--- config.mk ---
export PLATFORM = sky130hd
export DESIGN_NAME = tlul_ibex_arb
export DESIGN_NICKNAME = d
export VERILOG_FILES = /design/src/rtl/tlul_pkg.sv /design/src/rtl/tlul_ibex_arb_pkg.sv /design/src/rtl/tlul_ibex_arb_cnt.sv /design/src/rtl/tlul_ibex_arb.sv
export SDC_FILE = /design/constraint.sdc
export NUM_CORES = 1
export LEC_CHECK = 0
export ABC_CLOCK_PERIOD_IN_PS = 2800
export CAP_MARGIN = 20
export CORE_AREA = 3 3 200 202
export CTS_CLUSTER_SIZE = 28
export DETAILED_ROUTE_END_ITERATION = 6
export DIE_AREA = 0 0 203 205
export GPL_TIMING_DRIVEN = 0
export PLACE_DENSITY = 0.44
export SLEW_MARGIN = 20
export SYNTH_ARGS = -nofsm -noshare
export SYNTH_HDL_FRONTEND = slang
export SYNTH_SLANG_ARGS = --single-unit
export TNS_END_PERCENT = 5
--- constraint.sdc ---
create_clock -name clk_i -period 2.8 [get_ports clk_i]
set_input_delay 0.56 -clock clk_i [delete_from_list [all_inputs] [get_ports clk_i]]
set_output_delay 0.56 -clock clk_i [all_outputs]
set_load 0.1 [all_outputs]
--- src/rtl/tlul_pkg.sv ---
// TL-UL channel types and idle defaults shared by the Ibex host ports and the SoC device port.
package tlul_pkg;

  localparam int TL_AW  = 32;
  localparam int TL_DW  = 32;
  localparam int TL_AIW = 8;
  localparam int TL_DIW = 1;
  localparam int TL_DBW = TL_DW / 8;
  localparam int TL_SZW = 2;

  typedef enum logic [2:0] {
    PutFullData    = 3'h0,
    PutPartialData = 3'h1,
    Get            = 3'h4
  } tl_a_op_e;

  typedef enum logic [2:0] {
    AccessAck     = 3'h0,
    AccessAckData = 3'h1
  } tl_d_op_e;

  typedef struct packed {
    logic [3:0] instr_type;
    logic [6:0] cmd_intg;
    logic [6:0] data_intg;
  } tl_a_user_t;

  typedef struct packed {
    logic [6:0] rsp_intg;
    logic [6:0] data_intg;
  } tl_d_user_t;

  typedef struct packed {
    logic                  a_valid;
    tl_a_op_e              a_opcode;
    logic [2:0]            a_param;
    logic [TL_SZW-1:0]     a_size;
    logic [TL_AIW-1:0]     a_source;
    logic [TL_AW-1:0]      a_address;
    logic [TL_DBW-1:0]     a_mask;
    logic [TL_DW-1:0]      a_data;
    tl_a_user_t            a_user;
    logic                  d_ready;
  } tl_h2d_t;

  typedef struct packed {
    logic                  d_valid;
    tl_d_op_e              d_opcode;
    logic [2:0]            d_param;
    logic [TL_SZW-1:0]     d_size;
    logic [TL_AIW-1:0]     d_source;
    logic [TL_DIW-1:0]     d_sink;
    logic [TL_DW-1:0]      d_data;
    tl_d_user_t            d_user;
    logic                  d_error;
    logic                  a_ready;
  } tl_d2h_t;

  localparam tl_h2d_t TL_H2D_DEFAULT = '{d_ready: 1'b1, a_opcode: Get, default: '0};
  localparam tl_d2h_t TL_D2H_DEFAULT = '{a_ready: 1'b1, d_opcode: AccessAck, default: '0};

endpackage

--- src/rtl/tlul_ibex_arb_pkg.sv ---
// Host indices and source-tag helpers for the two-host Ibex TL-UL arbiter.
package tlul_ibex_arb_pkg;
  import tlul_pkg::*;

  typedef enum logic {
    HostInstr = 1'b0,
    HostData  = 1'b1
  } host_e;

  localparam int NumHosts = 2;

  // The host index rides in the LSB of a_source so the D channel can be steered back.
  function automatic logic [TL_AIW-1:0] tag_source(logic [TL_AIW-1:0] src, host_e idx);
    return {src[TL_AIW-2:0], idx};
  endfunction

  function automatic logic [TL_AIW-1:0] untag_source(logic [TL_AIW-1:0] src);
    return {1'b0, src[TL_AIW-1:1]};
  endfunction

endpackage

--- src/rtl/tlul_ibex_arb_cnt.sv ---
// Saturating up/down counter of unanswered A beats for one host.
module tlul_ibex_arb_cnt #(
  parameter int unsigned MaxOutstanding = 2,
  localparam int unsigned CntW = $clog2(MaxOutstanding + 1)
) (
  input  logic clk_i,
  input  logic rst_ni,
  input  logic i_inc,
  input  logic i_dec,
  output logic o_full,
  output logic o_empty
);

  logic [CntW-1:0] r_count;

  assign o_full  = (r_count == CntW'(MaxOutstanding));
  assign o_empty = (r_count == '0);

  // NOTE: sequential state uses non-blocking (<=) so every flop samples pre-edge values.
  always_ff @(posedge clk_i or negedge rst_ni) begin
    if (!rst_ni) begin
      r_count <= '0;
    end else if (i_inc && !i_dec && !o_full) begin
      r_count <= r_count + CntW'(1);
    end else if (i_dec && !i_inc && !o_empty) begin
      r_count <= r_count - CntW'(1);
    end
  end

endmodule

--- src/rtl/tlul_ibex_arb.sv ---
// Round-robin merge of the Ibex instruction and data TL-UL hosts onto one device port,
// with source tagging for D routing and per-host outstanding limits.
module tlul_ibex_arb
  import tlul_pkg::*;
  import tlul_ibex_arb_pkg::*;
#(
  parameter int unsigned MaxOutstanding = 2
) (
  input  logic    clk_i,
  input  logic    rst_ni,
  input  tl_h2d_t tl_instr_h_i,
  output tl_d2h_t tl_instr_h_o,
  input  tl_h2d_t tl_data_h_i,
  output tl_d2h_t tl_data_h_o,
  output tl_h2d_t tl_dev_o,
  input  tl_d2h_t tl_dev_i,
  output logic    idle_o,
  output logic    rsp_err_o
);

  tl_h2d_t w_h2d [NumHosts];
  tl_d2h_t w_d2h [NumHosts];

  logic [NumHosts-1:0] w_full, w_empty, w_elig, w_a_hs, w_d_hs;

  logic  r_active;
  host_e r_rr;
  logic  r_lock;
  host_e r_lock_idx;

  logic  w_gnt_valid;
  host_e w_gnt_idx;
  host_e w_d_idx;
  logic  w_d_unexp;
  logic  w_dev_d_ready;

  assign w_h2d[HostInstr] = tl_instr_h_i;
  assign w_h2d[HostData]  = tl_data_h_i;
  assign tl_instr_h_o     = w_d2h[HostInstr];
  assign tl_data_h_o      = w_d2h[HostData];

  for (genvar h = 0; h < NumHosts; h++) begin : g_host
    assign w_elig[h] = w_h2d[h].a_valid && !w_full[h];
    assign w_a_hs[h] = w_d2h[h].a_ready;
    assign w_d_hs[h] = w_d2h[h].d_valid && w_h2d[h].d_ready;

    tlul_ibex_arb_cnt #(.MaxOutstanding(MaxOutstanding)) u_cnt (
      .clk_i   (clk_i),
      .rst_ni  (rst_ni),
      .i_inc   (w_a_hs[h]),
      .i_dec   (w_d_hs[h]),
      .o_full  (w_full[h]),
      .o_empty (w_empty[h])
    );
  end

  // A locked beat bypasses the eligibility check: its counter slot was reserved at grant time.
  // NOTE: every always_comb output gets a default first so no path can infer a latch.
  always_comb begin
    w_gnt_idx   = r_lock_idx;
    w_gnt_valid = 1'b0;
    if (r_lock) begin
      w_gnt_valid = w_h2d[r_lock_idx].a_valid;
    end else if (&w_elig) begin
      w_gnt_idx   = r_rr;
      w_gnt_valid = 1'b1;
    end else if (w_elig[HostInstr]) begin
      w_gnt_idx   = HostInstr;
      w_gnt_valid = 1'b1;
    end else if (w_elig[HostData]) begin
      w_gnt_idx   = HostData;
      w_gnt_valid = 1'b1;
    end
    w_gnt_valid = w_gnt_valid && r_active;
  end

  assign w_d_idx       = host_e'(tl_dev_i.d_source[0]);
  assign w_d_unexp     = tl_dev_i.d_valid && w_empty[w_d_idx];
  assign w_dev_d_ready = r_active && (w_d_unexp || w_h2d[w_d_idx].d_ready);

  always_comb begin
    tl_dev_o          = w_h2d[w_gnt_idx];
    tl_dev_o.a_valid  = w_gnt_valid;
    tl_dev_o.a_source = tag_source(w_h2d[w_gnt_idx].a_source, w_gnt_idx);
    tl_dev_o.d_ready  = w_dev_d_ready;
  end

  // Unexpected responses are drained silently; neither host sees them.
  always_comb begin
    for (int h = 0; h < NumHosts; h++) begin
      w_d2h[h]          = tl_dev_i;
      w_d2h[h].d_source = untag_source(tl_dev_i.d_source);
      w_d2h[h].d_valid  = r_active && tl_dev_i.d_valid && !w_d_unexp && (w_d_idx == host_e'(h));
      w_d2h[h].a_ready  = w_gnt_valid && (w_gnt_idx == host_e'(h)) && tl_dev_i.a_ready;
    end
  end

  always_ff @(posedge clk_i or negedge rst_ni) begin
    if (!rst_ni) begin
      r_active   <= 1'b0;
      r_rr       <= HostInstr;
      r_lock     <= 1'b0;
      r_lock_idx <= HostInstr;
    end else begin
      r_active <= 1'b1;
      r_lock   <= w_gnt_valid && !tl_dev_i.a_ready;
      if (w_gnt_valid) begin
        r_lock_idx <= w_gnt_idx;
      end
      if (w_gnt_valid && tl_dev_i.a_ready) begin
        r_rr <= (w_gnt_idx == HostInstr) ? HostData : HostInstr;
      end
    end
  end

  assign idle_o    = (&w_empty) && !tl_instr_h_i.a_valid && !tl_data_h_i.a_valid;
  assign rsp_err_o = r_active && w_d_unexp;

endmodule

# Yosys cells after proc, flatten, opt, wreduce, memory -nomap -nowiden

Cells that the tools add are included.

Add/sub/neg operators: 4
$mul: 0
Divide/modulo/power cells: 0
Order comparisons: 4
Equality and inequality tests: 2
Shift operators: 0
Multiplexer cells: 24
Bitwise gates (word level): 5
Reductions and logical operators: 47

Operator list:

| cell                                                        | number |
|---|---|
| 2-to-1 mux 104 bit                                          | 3 |
| 2-to-1 mux 103 bit                                          | 3 |
| logical AND 1 bit                                           | 28 |
| 2-to-1 mux 1 bit                                            | 14 |
| logical NOT 1 bit                                           | 12 |
| 2-to-1 mux 2 bit                                            | 4 |
| >= comparator 2 bit (second input constant)                 | 3 |
| inverter 1 -> 2 bit                                         | 3 |
| adder 2 x 1 -> 2 bit (second input constant)                | 2 |
| == test 2 bit (second input constant)                       | 2 |
| logical NOT 2 bit                                           | 2 |
| AND reduction 2 bit                                         | 2 |
| nonzero test 2 bit                                          | 2 |
| subtractor 2 x 1 -> 2 bit (second input constant)           | 2 |
| less-than comparator 1 x 2 -> 1 bit (second input constant) | 1 |
| inverter 1 bit                                              | 2 |
| logical OR 1 bit                                            | 1 |

Register bits: 8
Latch bits: 0
RAM bits: 0
ROM bits: 0
Output and inout port bits: 238
Word-level logic and storage cells: 92
Memories: 0

# Depth between registers and ports, before layout

Gate-level depths: netlist of the first run.

Word-level depth: 15
Depth in mapped cells: 7
Mapped depth without buffers: 6

# Cells and area by module

A second synthesis of the first run with hierarchy kept.

Cell total of the unflattened synthesis: 307
Area, all modules: 2996.6 um^2

By module, submodules not included:

| module            | times used | cells an instance | area an instance (um^2) |
|---|---|---|---|
| tlul_ibex_arb     | 1          | 281               | 2753.9 |
| tlul_ibex_arb_cnt | 2          | 13                | 121.4 |

# Worst setup path before layout of the first run

No wires, ideal clock.

Path type: in2out
Start point: input port tl_data_h_i[103] (netlist name)
End point: output port idle_o
Arrival: 3519 ps
Path slack: -1279 ps
Stages: 1
Buffers on the path: 0
Cell sequence: nor4_1

Longest elaborated chain between the ends: 2

Ends and longest elaborated chain:

| item              | RTL line             | text |
|---|---|---|
| from (decl)       | tlul_ibex_arb.sv:13  | `input tl_h2d_t tl_data_h_i,` |
| logical NOT 1 bit | tlul_ibex_arb.sv:116 | `assign idle_o = (&w_empty) && !tl_instr_h_i.a_valid && !tl_data_h_i.a_valid;` |
| logical AND 1 bit | tlul_ibex_arb.sv:116 |  |
| to (decl)         | tlul_ibex_arb.sv:17  | `output logic idle_o,` |

No other way between the ends.

==> out/results.ini, run 1 <==
[place]
hpwl_mm=15.73
dpl_worst_slack_ps=-1420
io_buffers=446
postPlaceCellArea_um2=7903
gp_congestion=0.7294

[timing]
rsz0062_at_grt=true
whs_ps=489.7
maxSlewViolCount=0
worst_slack_ps=17.39
setup_tns_ps=0
hold_viol=0
min_period_ps=2783
clock_skew_ps=1.499
finalCritPeriodShare_pct=99.38
fmax_ghz=0.3594
setup_viol=0
worst_pin_slew_ps=1012
relSlewSlack_pct=32.34

[power_and_ir_drop]
finalPower_w=0.007184
p_per_area_nw_per_um2=875.8
peakVddDrop_mv=0.4668
leakage_nw=3.404

[clocking]
cts_sinks=8
cts_buffers=3
clock_latency_ps=230
cts.htree.levels=1
clockBufferDepth=2
cts_root_buffer=clkbuf_16
cts_tree=done
path_clk_slew_ps=40
holdBufCountCts=0

[synth]
yosys_warnings=0
ys_seq_area_share_pct=7.214
syn_inst=313
synth_area_leaders=mux2_1 41%, buf_4 36%, dfrtp_1 7.2%
ys_seq_elements=8
synth.distinct_cells=33
yosysTopAreaCellShare_pct=40.98
syn_area_um2=2775
yosysTopAreaCell=mux2_1
syn_avg_cell_area_um2=8.866

[die]
initial_core_util_pct=7.214
die_w_um=203
die-area_um2=41620
std_cell_rows=72
io_pins=514
die_h_um=205
coreArea_um2=38470

[layout]
post-route-cell-area_um2=8203
num_antenna_cells=0
nFillCells=4256
layout-drive-gt1-share_pct=36.96
nets=1041
areaGrowthSynthToFinish_pct=195.6

[route]
drt-initial-drc-count=66
finalWirelength_mm=17.01
vias_per_cell=2.951
drc=0
vias=3780
drtAntennaViolNets=0
wire_per_inst_um=13.28
firstDrtPassIters=4

[run]
max-cap-violations=0

[worst_setup_path]
required_ps=2240
reg2reg_to=g_host[1].u_cnt.r_count[0]$_DFFE_PN0P_
crit_type=register to output port
cp-startpoint=g_host[1].u_cnt.r_count[0]$_DFFE_PN0P_
cp_max_fo=10
r2r_slack_ps=890
r2r_cells=7
end_kind=output port
cp.arrival_ps=2220
start_kind=register
r2r_start=g_host[1].u_cnt.r_count[0]$_DFFE_PN0P_
worstSetupEndpoint=tl_dev_o[18]

[grt]
grt_use_total_pct=7.320
antenna_found_initial=1
grt_overflow=0
grt_pass1_vias=3924
grt_pass1_wl_mm=23.29
grt_max_degree=11

[worst_hold_path]
hp-class=register to register

[status]
outcome=finished clean

## worst min path at each step
| stage | startpoint | end | slack, ps | depth (start not counted) |
|---|---|---|---|---|
| 2_1_floorplan | rst_ni | g_host[0].u_cnt.r_count[0]$_DFFE_PN0P_ | 260 | 0 |
| 3_3_place_gp | r_rr$_DFFE_PN0P_ | r_rr$_DFFE_PN0P_ | 460 | 1 |
| 3_5_place_dp | r_rr$_DFFE_PN0P_ | r_rr$_DFFE_PN0P_ | 470 | 1 |
| 4_1_cts | r_rr$_DFFE_PN0P_ | r_rr$_DFFE_PN0P_ | 500 | 1 |
| 5_1_grt | r_rr$_DFFE_PN0P_ | r_rr$_DFFE_PN0P_ | 510 | 1 |
| 6_report | r_rr$_DFFE_PN0P_ | r_rr$_DFFE_PN0P_ | 490 | 1 |
## per-layer routing
layer | track usage (%) | wire length, µm
met1 | 8.558 | 6216
met4 | 1.460 | 101
met3 | 2.002 | 1383
met2 | 13.39 | 9312
met5 | 0 | 0
## synth_stat cells (all sizes together)
cell	n
a22oi	1
nor3	4
xor2	2
a211oi	2
and4	1
a31oi	2
nand2b	3
or2	2
nand2	8
and3b	1
mux2i	3
mux2	102
buf	145
and3	2
a21o	1
a221oi	1
conb	2
dfrtp	8
a21oi	4
inv	3
o21ai	4
nor4	1
nor2	7
o32a	1
nor2b	1
nor3b	1
a21bo	1
## critical path, cell delays in order (launching register included)
cell and delay, ps:
dfrtp_2 430, nand2b_4 150, and3_1 180, o32a_1 330
buf_8 180, buf_6 160, mux2_1 340, buf_6 190
## cells in the final DEF, fill, tap and decap left out, drive strengths merged, types with 4 or more instances in the layout
cell / count
a21oi: 4
mux2: 102
nand2: 8
nor2: 7
clkbuf: 5
buf: 251
clkdlybuf4s50: 334
dfrtp: 8
nor3: 4
o21ai: 4
## timing repair
action | CTS | global route
buffers inserted | 0 | 0
pin swaps | 0 | 0
endpoints found under the setup margin | 110 | 105
gates resized for setup | 764 | 29
## sequential cells by signal (all words and copies together) (netlist names)
| register | flops |
|---|---|
| g_host.u_cnt.r_count | 4 |
| r_active | 1 |
| r_lock | 1 |
| r_lock_idx | 1 |
| r_rr | 1 |
## area by class of cell
| class | count | area, µm² | share of cell area [%] |
|---|---|---|---|
| buffer | 145 | 1137 | 13.87 |
| clock buffer | 3 | 75.07 | 0.9152 |
| inverter | 3 | 11.26 | 0.1373 |
| multi-input combinational | 158 | 1513 | 18.44 |
| sequential | 8 | 202.7 | 2.471 |
| tap | 518 | 648.1 | 7.901 |
| timing repair buffer | 446 | 4616 | 56.27 |
## through the flow
step / std cells / utilization [%]
after detailed placement: 1278 / 20.54
after global placement: 1278 / 20.54
final: 1281 / 21.32
after CTS: 1281 / 21.16
after global routing: 1281 / 21.32
after floorplan: 314 / -
## report_power, final
group          internal (W)  switching (W)
combinational       0.00194        0.00479
clock              0.000184      0.0000520
sequential         0.000161      0.0000640
## cell families after synthesis
logic type	Yosys count	synth area share (%)
buffers and inverters	148	39.22
muxes	105	42.47
and+or+nand+nor	31	5.952
AOI/OAI and AO/OA	17	4.238
DFF	8	7.214
xor gates and xnor gates	2	0.6313
other	2	0.2706
(Power assumes the default switching activity.)
==> inputs of run 2 (changes only) <==
CORE_AREA = 2 2 199 201   (was 3 3 200 202)
CTS_CLUSTER_SIZE = 14   (was 28)
DIE_AREA = 0 0 201 203   (was 0 0 203 205)
==> run 2 against run 1 <==
Compared with the run above:
- global-route usage grew 0.20 points
- total power up 0.27%
- flip-flop and latch count did not move
- cell count up 0.23%
- cell area grew 0.20%
- clock power increased by 3%
- combinational power hardly changed
- first-iteration DRC count up 24%
- via count decreased by 0.45%
- register-to-register slack better by 30 ps
- non-clock buffer count up 2
==> out/results.ini, run 2 (synthesized netlist as in run 1, its figures left out) <==
[worst_setup_path]
path_buf_inv=3
end_kind=output port
reg2reg_to=g_host[1].u_cnt.r_count[0]$_DFFE_PN0P_
r2r_slack_ps=920
start_kind=register
r2r_start=g_host[1].u_cnt.r_count[0]$_DFFE_PN0P_
critPathSlowestCell=dfrtp_1
cp_top_family=buffers and inverters
path_depth=7
worstSetupEndpoint=tl_dev_o[3]
cp-startpoint=g_host[1].u_cnt.r_count[0]$_DFFE_PN0P_
r2r_cells=7
cp.arrival_ps=2190
cp_max_fo=10
required_ps=2240
cp_cell_sequence=nand2b_4 -> and3_1 -> o32a_1 -> buf_12 -> buf_6 -> mux2_1 -> buf_6
crit_type=register to output port
cpMostUsedCell=buf_6
critical-path-max-stage-delay_ps=400

[power_and_ir_drop]
peakVddDrop_mv=0.4814
p_per_area_nw_per_um2=876.4
leakage_nw=3.414

[grt]
grt_use_total_pct=7.522
grt_overflow=0
grt_pass1_vias=3970
grt_max_degree=11
antenna_found_initial=1
grt_pass1_wl_mm=23.62

[layout]
largest-register=g_host.u_cnt.r_count
largest_register_ffs=4
final_cell_mix=334 x clkdlybuf4s50_1, 138 x buf_4, 100 x buf_6
layout-drive-gt1-share_pct=36.86
layout_commonest_cell=clkdlybuf4s50_1
nFillCells=4222
areaGrowthSynthToFinish_pct=196.2
post-route-cell-area_um2=8219
nets=1043

[route]
finalWirelength_mm=16.41
drt-met1-wl_mm=6.011
top_layer=met4
wl_met2_mm=8.781
drtAntennaViolNets=0
met3_length_mm=1.490
drc=0
firstDrtPassIters=4
vias=3763
drt-initial-drc-count=82
wire_per_inst_um=12.78
vias_per_cell=2.931

[run]
max-cap-violations=0

[timing]
hold_viol=0
maxSlewViolCount=0
relSlewSlack_pct=32.40
clock_skew_ps=2.568
worst_pin_slew_ps=1011
finalCritPeriodShare_pct=98.29
min_period_ps=2752
setup_tns_ps=0
rsz0062_at_grt=true
fmax_ghz=0.3633
setup_viol=0

[place]
hpwl_mm=15.08
io_buffers=446
postPlaceCellArea_um2=7903
gp_congestion=0.7234

[clocking]
clock_latency_ps=240
clockBufferDepth=2
path_clk_slew_ps=40
holdBufCountCts=0
cts_root_buffer=clkbuf_16
cts_buffers=3
cts.htree.levels=1
cts_tree=done
cts_sinks=8

[die]
initial_core_util_pct=7.214
std_cell_rows=72
die_w_um=201
die-area_um2=40800
coreArea_um2=38470
die_h_um=203
io_pins=514

[status]
outcome=finished clean

[worst_hold_path]
hp-class=register to register

## run 2: cell types whose count changed in the layout (fill, tap and decap cells not counted)
cell	change
clkbuf_2	+1
mux2_1	+3
buf_4	+2
buf_12	+5
dlygate4sd2_1	-1
diode_2	+1
buf_8	-11
buf_6	+6
mux2_2	-3
## run 2: how the worst min path moves through the flow
| stage | start | endpoint | cells past startpoint |
|---|---|---|---|
| 2_1_floorplan | rst_ni | g_host[0].u_cnt.r_count[0]$_DFFE_PN0P_ | 0 |
| 3_3_place_gp | r_rr$_DFFE_PN0P_ | r_rr$_DFFE_PN0P_ | 1 |
| 3_5_place_dp | r_rr$_DFFE_PN0P_ | r_rr$_DFFE_PN0P_ | 1 |
| 4_1_cts | r_rr$_DFFE_PN0P_ | r_rr$_DFFE_PN0P_ | 1 |
| 5_1_grt | r_rr$_DFFE_PN0P_ | r_rr$_DFFE_PN0P_ | 1 |
| 6_report | r_rr$_DFFE_PN0P_ | r_rr$_DFFE_PN0P_ | 1 |
## run 2: power by group
part / leakage [nW] / internal (W) / switching (W)
sequential: 0.0966 / 0.000161 / 0.0000555
combinational: 3.28 / 0.00196 / 0.00479
clock: 0.0370 / 0.000184 / 0.0000590
## run 2: repair_timing
item | CTS | global route
buffers inserted | 2 | 0
pin swaps | 0 | 1
setup endpoints to repair | 110 | 106
gates resized for setup | 760 | 32
gates cloned | 0 | 0
## run 2: per-layer routing
layer / vias to the layer above / global-route usage, %
li1: 1843 / -
met1: 1694 / 8.227
met2: 221 / 14.26
met3: 5 / 2.311
met4: 0 / 1.429
met5: - / 0
## run 2: area by class of cell
class	instances	area, µm²	area share (%)
Sequential cell	8	202.7	2.466
Buffer	145	1142	13.90
Timing Repair Buffer	448	4624	56.26
Antenna cell	1	2.502	0.03045
Inverter	3	11.26	0.1370
Multi-Input combinational cell	158	1513	18.40
Tap cell	518	648.1	7.886
Clock buffer	3	75.07	0.9134
## run 2: worst reg2reg max path: stages, from the launching register on
cell and delay (ps):
dfrtp_1 400, nand2b_4 160, and3_1 170, o32a_1 340, buf_12 180, and3_1 220, xor2_1 170, a21oi_1 160
## run 2: per-stage QoR
| step | utilization (%) | setup WS [ps] | instances | hold slack [ps] | total power (W) |
|---|---|---|---|---|---|
| final | 21.37 | 47.80 | 1284 | 466.4 | 0.007203 |
| after global routing | 21.36 | -26.98 | 1283 | 482.3 | 0.007441 |
| after CTS | 21.20 | -88.65 | 1283 | 469.2 | 0.007185 |
| after detailed placement | 20.54 | -1362 | 1278 | 461.1 | 0.006627 |
| after global placement | 20.54 | -1368 | 1278 | 462.9 | 0.006651 |
| after floorplan | - | -127.0 | 314 | 264.4 | 0.005076 |
==> inputs of run 3 (changes only) <==
ABC_CLOCK_PERIOD_IN_PS = 3400   (was 2800)
CORE_AREA = 2 2 200 202   (was 2 2 199 201)
DIE_AREA = 0 0 202 204   (was 0 0 201 203)
SKIP_CTS_REPAIR_TIMING = 1   (was unset)
clock period = 3.4 ns   (was 2.8 ns; I/O delays follow)
==> run 3 against run 2 <==
Compared with the run above:
- largest power group unchanged
- highest routed layer unchanged
- worst hold slack better by 1.3 ps
- sequential share of layout area is 0.14 points higher
- clock skew is 1.0 ps lower
- flip-flop and latch count stayed put
- clock power is 19% lower
- non-clock buffer count is 2 lower
- combinational power is 25% lower
==> out/results.ini, run 3 (synthesized netlist as in run 1, its figures left out) <==
[worst_setup_path]
cp_max_fo=6
cp_top_family=buffers and inverters
start_kind=primary input
path_buf_inv=2
critical-path-max-stage-delay_ps=1140
cp_cell_sequence=clkdlybuf4s50_1 -> and4_1 -> clkdlybuf4s50_1
r2r_slack_ps=1430
critPathSlowestCell=clkdlybuf4s50_1
end_kind=output port
cpMostUsedCell=clkdlybuf4s50_1
cp.arrival_ps=2620
r2r_start=g_host[1].u_cnt.r_count[0]$_DFFE_PN0P_
r2r_cells=7
required_ps=2720
crit_type=primary input to output port
reg2reg_to=g_host[0].u_cnt.r_count[1]$_DFFE_PN0P_

[power_and_ir_drop]
leakage_nw=3.277
peakVddDrop_mv=0.4186
p_per_area_nw_per_um2=711.0

[die]
die_h_um=204
coreArea_um2=39180
die-area_um2=41210
die_w_um=202
io_pins=514
std_cell_rows=73
initial_core_util_pct=7.082

[clocking]
path_clk_slew_ps=40
cts_buffers=3
clock_latency_ps=230
cts_root_buffer=clkbuf_16
cts.htree.levels=1
cts_tree=done
cts_sinks=8
clockBufferDepth=2

[timing]
whs_ps=467.7
clock_skew_ps=1.525
fmax_ghz=0.3032
maxSlewViolCount=0
hold_viol=0
relSlewSlack_pct=30.85
setup_tns_ps=0
rsz0062_at_grt=false
min_period_ps=3298
worst_pin_slew_ps=1034
finalCritPeriodShare_pct=97.00
setup_viol=0

[grt]
grt_max_degree=11
grt_use_total_pct=7.564
grt_pass1_wl_mm=23.12
antenna_found_initial=3
grt_pass1_vias=3660
grt_overflow=0

[place]
postPlaceCellArea_um2=7906
io_buffers=446
hpwl_mm=15.71
dp.cells=1285
gp_congestion=0.7247

[worst_hold_path]
hold_start=r_rr$_DFFE_PN0P_
hp-class=register to register
holdPathStages=1
hold_path_end=r_rr$_DFFE_PN0P_

[route]
finalWirelength_mm=17.12
drc=0
vias_per_cell=2.898
vias=3736
drt-initial-drc-count=113
wire_per_inst_um=13.28
drtAntennaViolNets=0
firstDrtPassIters=4

[layout]
final_cell_mix=336 x clkdlybuf4s50_1, 161 x buf_4, 100 x mux2_1
areaGrowthSynthToFinish_pct=176.4
stdcell_count=1289
nets=1041
post-route-cell-area_um2=7670
layout-drive-gt1-share_pct=34.08
largest_register_ffs=4
largest-register=g_host.u_cnt.r_count
layout_commonest_cell=clkdlybuf4s50_1

[run]
max-cap-violations=0

[status]
outcome=finished clean

run 3: changes by cell type in the layout (fill, tap and decap cells not counted), moves of 2 or more:
cell | previous run | this run
buf_6 | 100 | 9
clkbuf_4 | 0 | 32
buf_4 | 138 | 161
buf_2 | 4 | 24
clkbuf_2 | 3 | 23
mux2_1 | 91 | 100
mux2_2 | 11 | 2
buf_12 | 6 | 0
dlymetal6s2s_1 | 0 | 6
buf_8 | 5 | 0
clkdlybuf4s15_2 | 2 | 0
clkdlybuf4s50_1 | 334 | 336
dfrtp_1 | 6 | 8
dfrtp_2 | 2 | 0
run 3: metrics by stage:
stage / power, W / setup WS, ps / utilization, %
final: 0.005453 / 101.9 / 19.57
after detailed placement: 0.005475 / -1150 / 20.18
after global placement: 0.005494 / -1111 / 20.18
after CTS: 0.005694 / -1152 / 20.37
after global routing: 0.005639 / 48.95 / 19.57
after floorplan: 0.004178 / -289.9 / -
run 3: worst max-delay path by stage:
stage	from	end	slack, ps	cells after the start
6_report	tl_dev_i[49]	tl_data_h_o[65]	100	3
2_1_floorplan	tl_dev_i[65]	tl_instr_h_o[65]	-290	2
5_1_grt	tl_dev_i[49]	tl_data_h_o[65]	50	3
3_5_place_dp	tl_data_h_i[103]	tl_dev_o[77]	-1150	7
4_1_cts	tl_data_h_i[103]	tl_dev_o[77]	-1150	7
3_3_place_gp	tl_data_h_i[103]	tl_dev_o[77]	-1110	7
run 3: routing by layer:
metal / vias up / wire length, µm / GRT usage [%]
met5: - / 0 / 0
met4: 0 / 295 / 1.786
met3: 16 / 1168 / 1.993
met2: 197 / 8730 / 12.87
met1: 1688 / 6923 / 9.496
li1: 1835 / - / -
run 3: cell type report:
class / instances / area, µm²
fillers: 4366 / 31510
flip-flops and latches: 8 / 200.2
repair buffers: 446 / 4119
well taps: 525 / 656.9
clock buffers: 3 / 75.07
diodes: 1 / 2.502
inverters: 3 / 11.26
multi-input cells: 158 / 1500
plain buffers: 145 / 1105
run 3: where the power goes:
group	leakage (nW)	internal [W]	switching, W	total (W)
clock	0.0370	0.000151	0.0000446	0.000196
combinational	3.14	0.00121	0.00387	0.00508
sequential	0.0991	0.000130	0.0000492	0.000179
